<file path="src/rtl/iq_stream_splitter.sv">
// Re-pairs an interleaved I/Q word stream into parallel I/Q samples, normalises
// each word with an arithmetic right shift and buffers pairs in a small FWFT FIFO.
module iq_stream_splitter #(
  parameter int DATA_WIDTH      = 32,
  parameter int SHIFT_WIDTH     = 6,
  parameter int FIFO_DEPTH_LOG2 = 2,
  parameter int CNT_WIDTH       = 16
) (
  input  logic                       CLK,
  input  logic                       RESET,
  input  logic [DATA_WIDTH-1:0]      din,
  input  logic                       din_valid,
  input  logic [SHIFT_WIDTH-1:0]     shift_amt,
  input  logic                       clr,
  output logic [DATA_WIDTH-1:0]      out_I,
  output logic [DATA_WIDTH-1:0]      out_Q,
  output logic                       out_valid,
  input  logic                       out_ready,
  output logic [FIFO_DEPTH_LOG2:0]   fifo_level,
  output logic [CNT_WIDTH-1:0]       pair_cnt,
  output logic                       overflow,
  output logic                       pair_err
);

  localparam int DEPTH = 2 ** FIFO_DEPTH_LOG2;

  typedef enum logic {S_I, S_Q} state_t;

  // Shift counts past the word width saturate to DATA_WIDTH-1, which leaves
  // only the sign: 0 for non-negative words, -1 for negative ones.
  function automatic logic signed [DATA_WIDTH-1:0] norm_shift(
    input logic signed [DATA_WIDTH-1:0] x,
    input logic [SHIFT_WIDTH-1:0]       s
  );
    int sh;
    sh = (int'(s) > DATA_WIDTH - 1) ? DATA_WIDTH - 1 : int'(s);
    return x >>> sh;
  endfunction

  state_t                        state, next_state;
  logic                          push, latch_i, err_set;
  logic                          pop, full, accept;
  logic signed [DATA_WIDTH-1:0]  word_p0;
  logic signed [DATA_WIDTH-1:0]  i_hold_p0;
  logic signed [DATA_WIDTH-1:0]  mem_i [DEPTH];
  logic signed [DATA_WIDTH-1:0]  mem_q [DEPTH];
  logic [FIFO_DEPTH_LOG2-1:0]    wr_ptr, rd_ptr;

  assign word_p0 = norm_shift(din, shift_amt);

  always_ff @(posedge CLK or posedge RESET) begin
    if (RESET) state <= S_I;
    else       state <= next_state;
  end

  always_comb begin
    next_state = state;
    push       = 1'b0;
    latch_i    = 1'b0;
    err_set    = 1'b0;
    if (clr) begin
      next_state = S_I;
    end else begin
      case (state)
        S_I: begin
          if (din_valid) begin
            latch_i    = 1'b1;
            next_state = S_Q;
          end
        end
        S_Q: begin
          // A missing Q drops the held I; the next valid word restarts as I.
          if (din_valid) push = 1'b1;
          else           err_set = 1'b1;
          next_state = S_I;
        end
        default: next_state = S_I;
      endcase
    end
  end

  assign out_valid = (fifo_level != '0);
  assign full      = (fifo_level == (FIFO_DEPTH_LOG2 + 1)'(DEPTH));
  assign pop       = out_valid && out_ready && !clr;
  assign accept    = push && (!full || pop);

  // ---- stage p0 -> FIFO: held I word and pair storage ----
  always_ff @(posedge CLK or posedge RESET) begin
    if (RESET) begin
      i_hold_p0 <= '0;
      for (int k = 0; k < DEPTH; k++) begin
        mem_i[k] <= '0;
        mem_q[k] <= '0;
      end
    end else begin
      if (clr)          i_hold_p0 <= '0;
      else if (latch_i) i_hold_p0 <= word_p0;
      if (accept) begin
        mem_i[wr_ptr] <= i_hold_p0;
        mem_q[wr_ptr] <= word_p0;
      end
    end
  end

  always_ff @(posedge CLK or posedge RESET) begin
    if (RESET) begin
      wr_ptr     <= '0;
      rd_ptr     <= '0;
      fifo_level <= '0;
      pair_cnt   <= '0;
      overflow   <= 1'b0;
      pair_err   <= 1'b0;
    end else if (clr) begin
      wr_ptr     <= '0;
      rd_ptr     <= '0;
      fifo_level <= '0;
      pair_cnt   <= '0;
      overflow   <= 1'b0;
      pair_err   <= 1'b0;
    end else begin
      if (accept) begin
        wr_ptr   <= wr_ptr + 1'b1;
        pair_cnt <= pair_cnt + 1'b1;
      end
      if (pop) rd_ptr <= rd_ptr + 1'b1;
      case ({accept, pop})
        2'b10:   fifo_level <= fifo_level + 1'b1;
        2'b01:   fifo_level <= fifo_level - 1'b1;
        default: fifo_level <= fifo_level;
      endcase
      if (push && !accept) overflow <= 1'b1;
      if (err_set)         pair_err <= 1'b1;
    end
  end

  assign out_I = mem_i[rd_ptr];
  assign out_Q = mem_q[rd_ptr];

endmodule

</file>
<file path="config.mk">
export PLATFORM = sky130hd
export DESIGN_NAME = iq_stream_splitter
export DESIGN_NICKNAME = d
export VERILOG_FILES = /design/src/rtl/iq_stream_splitter.sv
export SDC_FILE = /design/constraint.sdc
export NUM_CORES = 1
export LEC_CHECK = 0
export CAP_MARGIN = 20
export CORE_ASPECT_RATIO = 1.25
export CORE_MARGIN = 3
export CORE_UTILIZATION = 50
export CTS_CLUSTER_SIZE = 24
export DETAILED_ROUTE_END_ITERATION = 8
export PLACE_DENSITY_LB_ADDON = 0.05
export SLEW_MARGIN = 30
export SYNTH_ARGS = -nofsm -noshare
export SYNTH_HDL_FRONTEND = slang
export SYNTH_SLANG_ARGS = --single-unit
</file>
<file path="constraint.sdc">
create_clock -name CLK -period 21.9 [get_ports CLK]
set_clock_uncertainty 0.2 [all_clocks]
set_input_delay 2.19 -clock CLK [delete_from_list [all_inputs] [get_ports CLK]]
set_output_delay 2.19 -clock CLK [all_outputs]
set_load 0.05 [all_outputs]
</file>
==> results.sh <==
export IMPL_synth_xor_area_share_pct=0.984
export IMPL_synth_compound_area_share_pct=12.5
export IMPL_start_util_pct=51.2
export IMPL_power_switching_share_pct=35.8
export IMPL_hold_path_class="flip-flop to flip-flop"
export IMPL_maxSlewViolCount=0
export IMPL_setup_viol=0
export IMPL_regToRegStartpoint="state"
export IMPL_fin_crit_ns=5.69
export IMPL_syn_cell_area_mm2=0.0160
export IMPL_postPlaceCellArea_mm2=0.0175
export IMPL_hold_buffers=0
export IMPL_coreArea_mm2=0.0313
export IMPL_whs_ns=0.267
export IMPL_slew_headroom_pct=37.9
export IMPL_critPathMaxStageDelay_ns=0.74
export IMPL_grt_pass1_vias=12800
export IMPL_r2r_end="mem_q[67]"
export IMPL_synth_fa_ha_area_share_pct=0.516
export IMPL_crit_path_max_fanout=45
export IMPL_fmax_ghz=0.176
export IMPL_grt_pass1_wl_um=75300
export IMPL_hold_viol=0
export IMPL_p_int_mw=1.23
export IMPL_ioPinCount=129
export IMPL_max_slew_worst_pin_slew_ns=0.931
export IMPL_yosysSeqAreaShare_pct=49.1
export IMPL_rrSetupSlack_ns=18.76
export IMPL_tns_ns=0
export IMPL_gp_congestion=0.991
export IMPL_synth_edff_count=0
export IMPL_ys_warn_count=0
export IMPL_fill_cells=2659
export IMPL_worstHoldStart="mem_i[22]"
export IMPL_muxShareOfSynthArea_pct=12.8
export IMPL_hold_depth=2
export IMPL_fp_dieH_um=206
export IMPL_period_share_pct=26.0
export IMPL_reg2reg_depth=5
export IMPL_worstPathCellList="buf_6, mux4_2, clkdlybuf4s50_1"
export IMPL_rsz0062_at_grt="no"
export IMPL_cp_depth=3
export IMPL_peakVddDrop_mv=0.0761
export IMPL_synthArstFlopShare_pct=100
export IMPL_numCtsBuffers=35
export IMPL_power_density_mw_per_mm2=103
export IMPL_leakage_nw=8.39
export IMPL_gr_usage_all_layers_pct=27.7
export IMPL_crit_arrival_ns=3.30
export IMPL_synth_top_family_by_area="simple AND/OR/NAND/NOR gates"
export IMPL_worstSetupPathType="flip-flop to output port"
export IMPL_outcome="finished clean"
export IMPL_grt_antenna_before_repair=1
export IMPL_synth_ff_type="dfrtp_1"
export IMPL_dr_total_vias=13000
export IMPL_synth_distinct_cells=75
export IMPL_first_iter_violations=1077
export IMPL_end_kind="output port"
export IMPL_drc_errors=0
export IMPL_synthCells=1675
export IMPL_ctsResizeCount=0
export IMPL_synthSimpleGateAreaFrac_pct=20.5
export IMPL_drt_wl_total_um=47400
export IMPL_drt_antenna_violating_nets=0
export IMPL_diodes=0
export IMPL_syn_to_final_growth_pct=16.3
export IMPL_cts_root_buf="clkbuf_16"
export IMPL_cts_setup_buffers=0
export IMPL_pwr_share_clk_pct=30.4
export IMPL_htree_levels=2
export IMPL_clkTransAtPathRegs_ns=0.06
export IMPL_slowest_stage="clkdlybuf4s50_1"
export IMPL_grt_overflow_total=0
export IMPL_drv_cap=0
export IMPL_finish_instance_area_mm2=0.0186
export IMPL_die_width_um=166
export IMPL_p_seq_share_pct=36.5
export IMPL_multi_input_area_mm2=0.00761
export IMPL_worstHoldEndpoint="mem_i[22]"
export IMPL_synth_nets=1724
export IMPL_cts_tree="yes"
export IMPL_hpwlAfterDp_um=30300
export IMPL_required_ns=19.51
export IMPL_pre_cts_ws_ns=16.08
export IMPL_cp_num_buf_inv=2
export IMPL_seqCellArea_mm2=0.00786
export IMPL_drt_first_pass_iters=5
export IMPL_io_buffers=128
export IMPL_p_total_mw=1.92
export IMPL_numClockSinks=314
export IMPL_die_area_mm2=0.0342
export IMPL_p_sw_mw=0.687
export IMPL_critPathLaunchType="flip-flop"
export IMPL_ys_ff_latch=314
export IMPL_fin_ws_ns=16.21
export IMPL_grt_max_degree=174
export IMPL_comb_power_share_pct=33.1
export IMPL_cp_top_family="buffers and inverters"
export IMPL_nets=1787
export IMPL_viasPerCell=6.01
export IMPL_ctsLongestPathBuffers=3
export IMPL_drive_above_1_share_pct=12.0
export IMPL_clock_latency_ns=0.52
export IMPL_avgSynthCellArea_um2=9.56
export IMPL_num_rows=72
export IMPL_post_drt_wl_per_cell_um=21.8
-- worst register-to-register path: stages, from the launching register on --
cell      delay (ns)
dfrtp_1         0.45
nand2_1         0.20
a211oi_2        0.66
and2_2          0.69
buf_4           0.45
mux2_2          0.38
-- flip-flops by register name, indices dropped and copies added, names as in the netlist, 2 cells and up --
name,count
pair_cnt,16
wr_ptr,2
rd_ptr,2
mem_q,128
mem_i,128
i_hold_p0,32
fifo_level,3
-- synthesized netlist by cell type (all sizes together), types with 15 or more instances --
library cell,count,share of area (%)
mux2,26,1.8
nand2,538,13
nand3,17,0.53
mux4,72,10
o31ai,17,0.80
a31oi,16,0.62
or3,17,0.66
nor3,21,0.66
nor4,15,0.59
nor2,85,2.0
nand2b,17,0.66
a21oi,53,1.7
clkbuf,74,1.7
dfrtp,314,49
buf,48,1.6
o21ai,125,3.9
o22ai,32,1.2
-- layout by cell type (no fill, tap or decap), types with 17 or more instances in the layout --
cell type / instances
mux2_2: 26
mux4_2: 71
nand2b_1: 17
or3_1: 17
a21oi_1: 53
nand2_1: 534
clkdlybuf4s50_1: 126
nor2_1: 83
o31ai_1: 17
nor3_1: 20
nand3_1: 17
clkbuf_16: 36
dfrtp_1: 312
o21ai_0: 125
o22ai_1: 32
-- routing by layer --
metal | up-vias | GRT usage, % | part of all wire, %
li1 | 5972 | - | -
met1 | 6529 | 39.1 | 44
met2 | 441 | 44.7 | 48
met3 | 86 | 4.38 | 5.7
met4 | 2 | 8.62 | 2.7
met5 | - | 0 | 0.027
-- worst max path at each step --
stage / from / endpoint / slack, ns
finish: rd_ptr[0] / out_Q[10] / 16.21
global route: rd_ptr[0] / out_Q[10] / 16.02
CTS: rd_ptr[0] / out_Q[10] / 16.14
detailed placement: shift_amt[2] / i_hold_p0[16] / 16.08
global placement: shift_amt[2] / i_hold_p0[16] / 16.17
floorplan: RESET / fifo_level[0] / 10.82
-- area by class of cell --
| class | instances | area share (%) |
|---|---|---|
| tap | 407 | 2.73 |
| timing repair buffer | 148 | 7.84 |
| clock inverter | 15 | 0.806 |
| multi-input combinational | 1228 | 40.8 |
| clock buffer | 46 | 5.30 |
| sequential | 314 | 42.2 |
| inverter | 11 | 0.289 |
-- power by group through the flow --
| stage | sequential, mW | combinational (mW) | clock [mW] |
|---|---|---|---|
| floorplan | 0.691 | 0.453 | 0 |
| global placement | 0.707 | 0.633 | 0 |
| detailed placement | 0.709 | 0.636 | 0 |
| CTS | 0.700 | 0.638 | 0.595 |
| global route | 0.709 | 0.670 | 0.617 |
| finish | 0.699 | 0.633 | 0.583 |
-- cell families (layout without fill, tap and decap cells) --
| logic type | Yosys count | count (layout) |
|---|---|---|
| and+or+nand+nor | 773 | 773 |
| AOI/OAI and AO/OA | 319 | 319 |
| DFF | 314 | 314 |
| buffers and inverters | 133 | 220 |
| muxes | 112 | 112 |
| xor gates and xnor gates | 18 | 18 |
| adders and majority gates | 6 | 6 |
-- per-stage QoR --
stage | instances | utilization (%)
2_1_floorplan | 1675 | -
3_3_place_gp | 2107 | 55.8
3_5_place_dp | 2107 | 55.9
4_1_cts | 2168 | 59.5
5_1_grt | 2169 | 59.6
6_report | 2169 | 59.6
(Power assumes the default switching activity.)
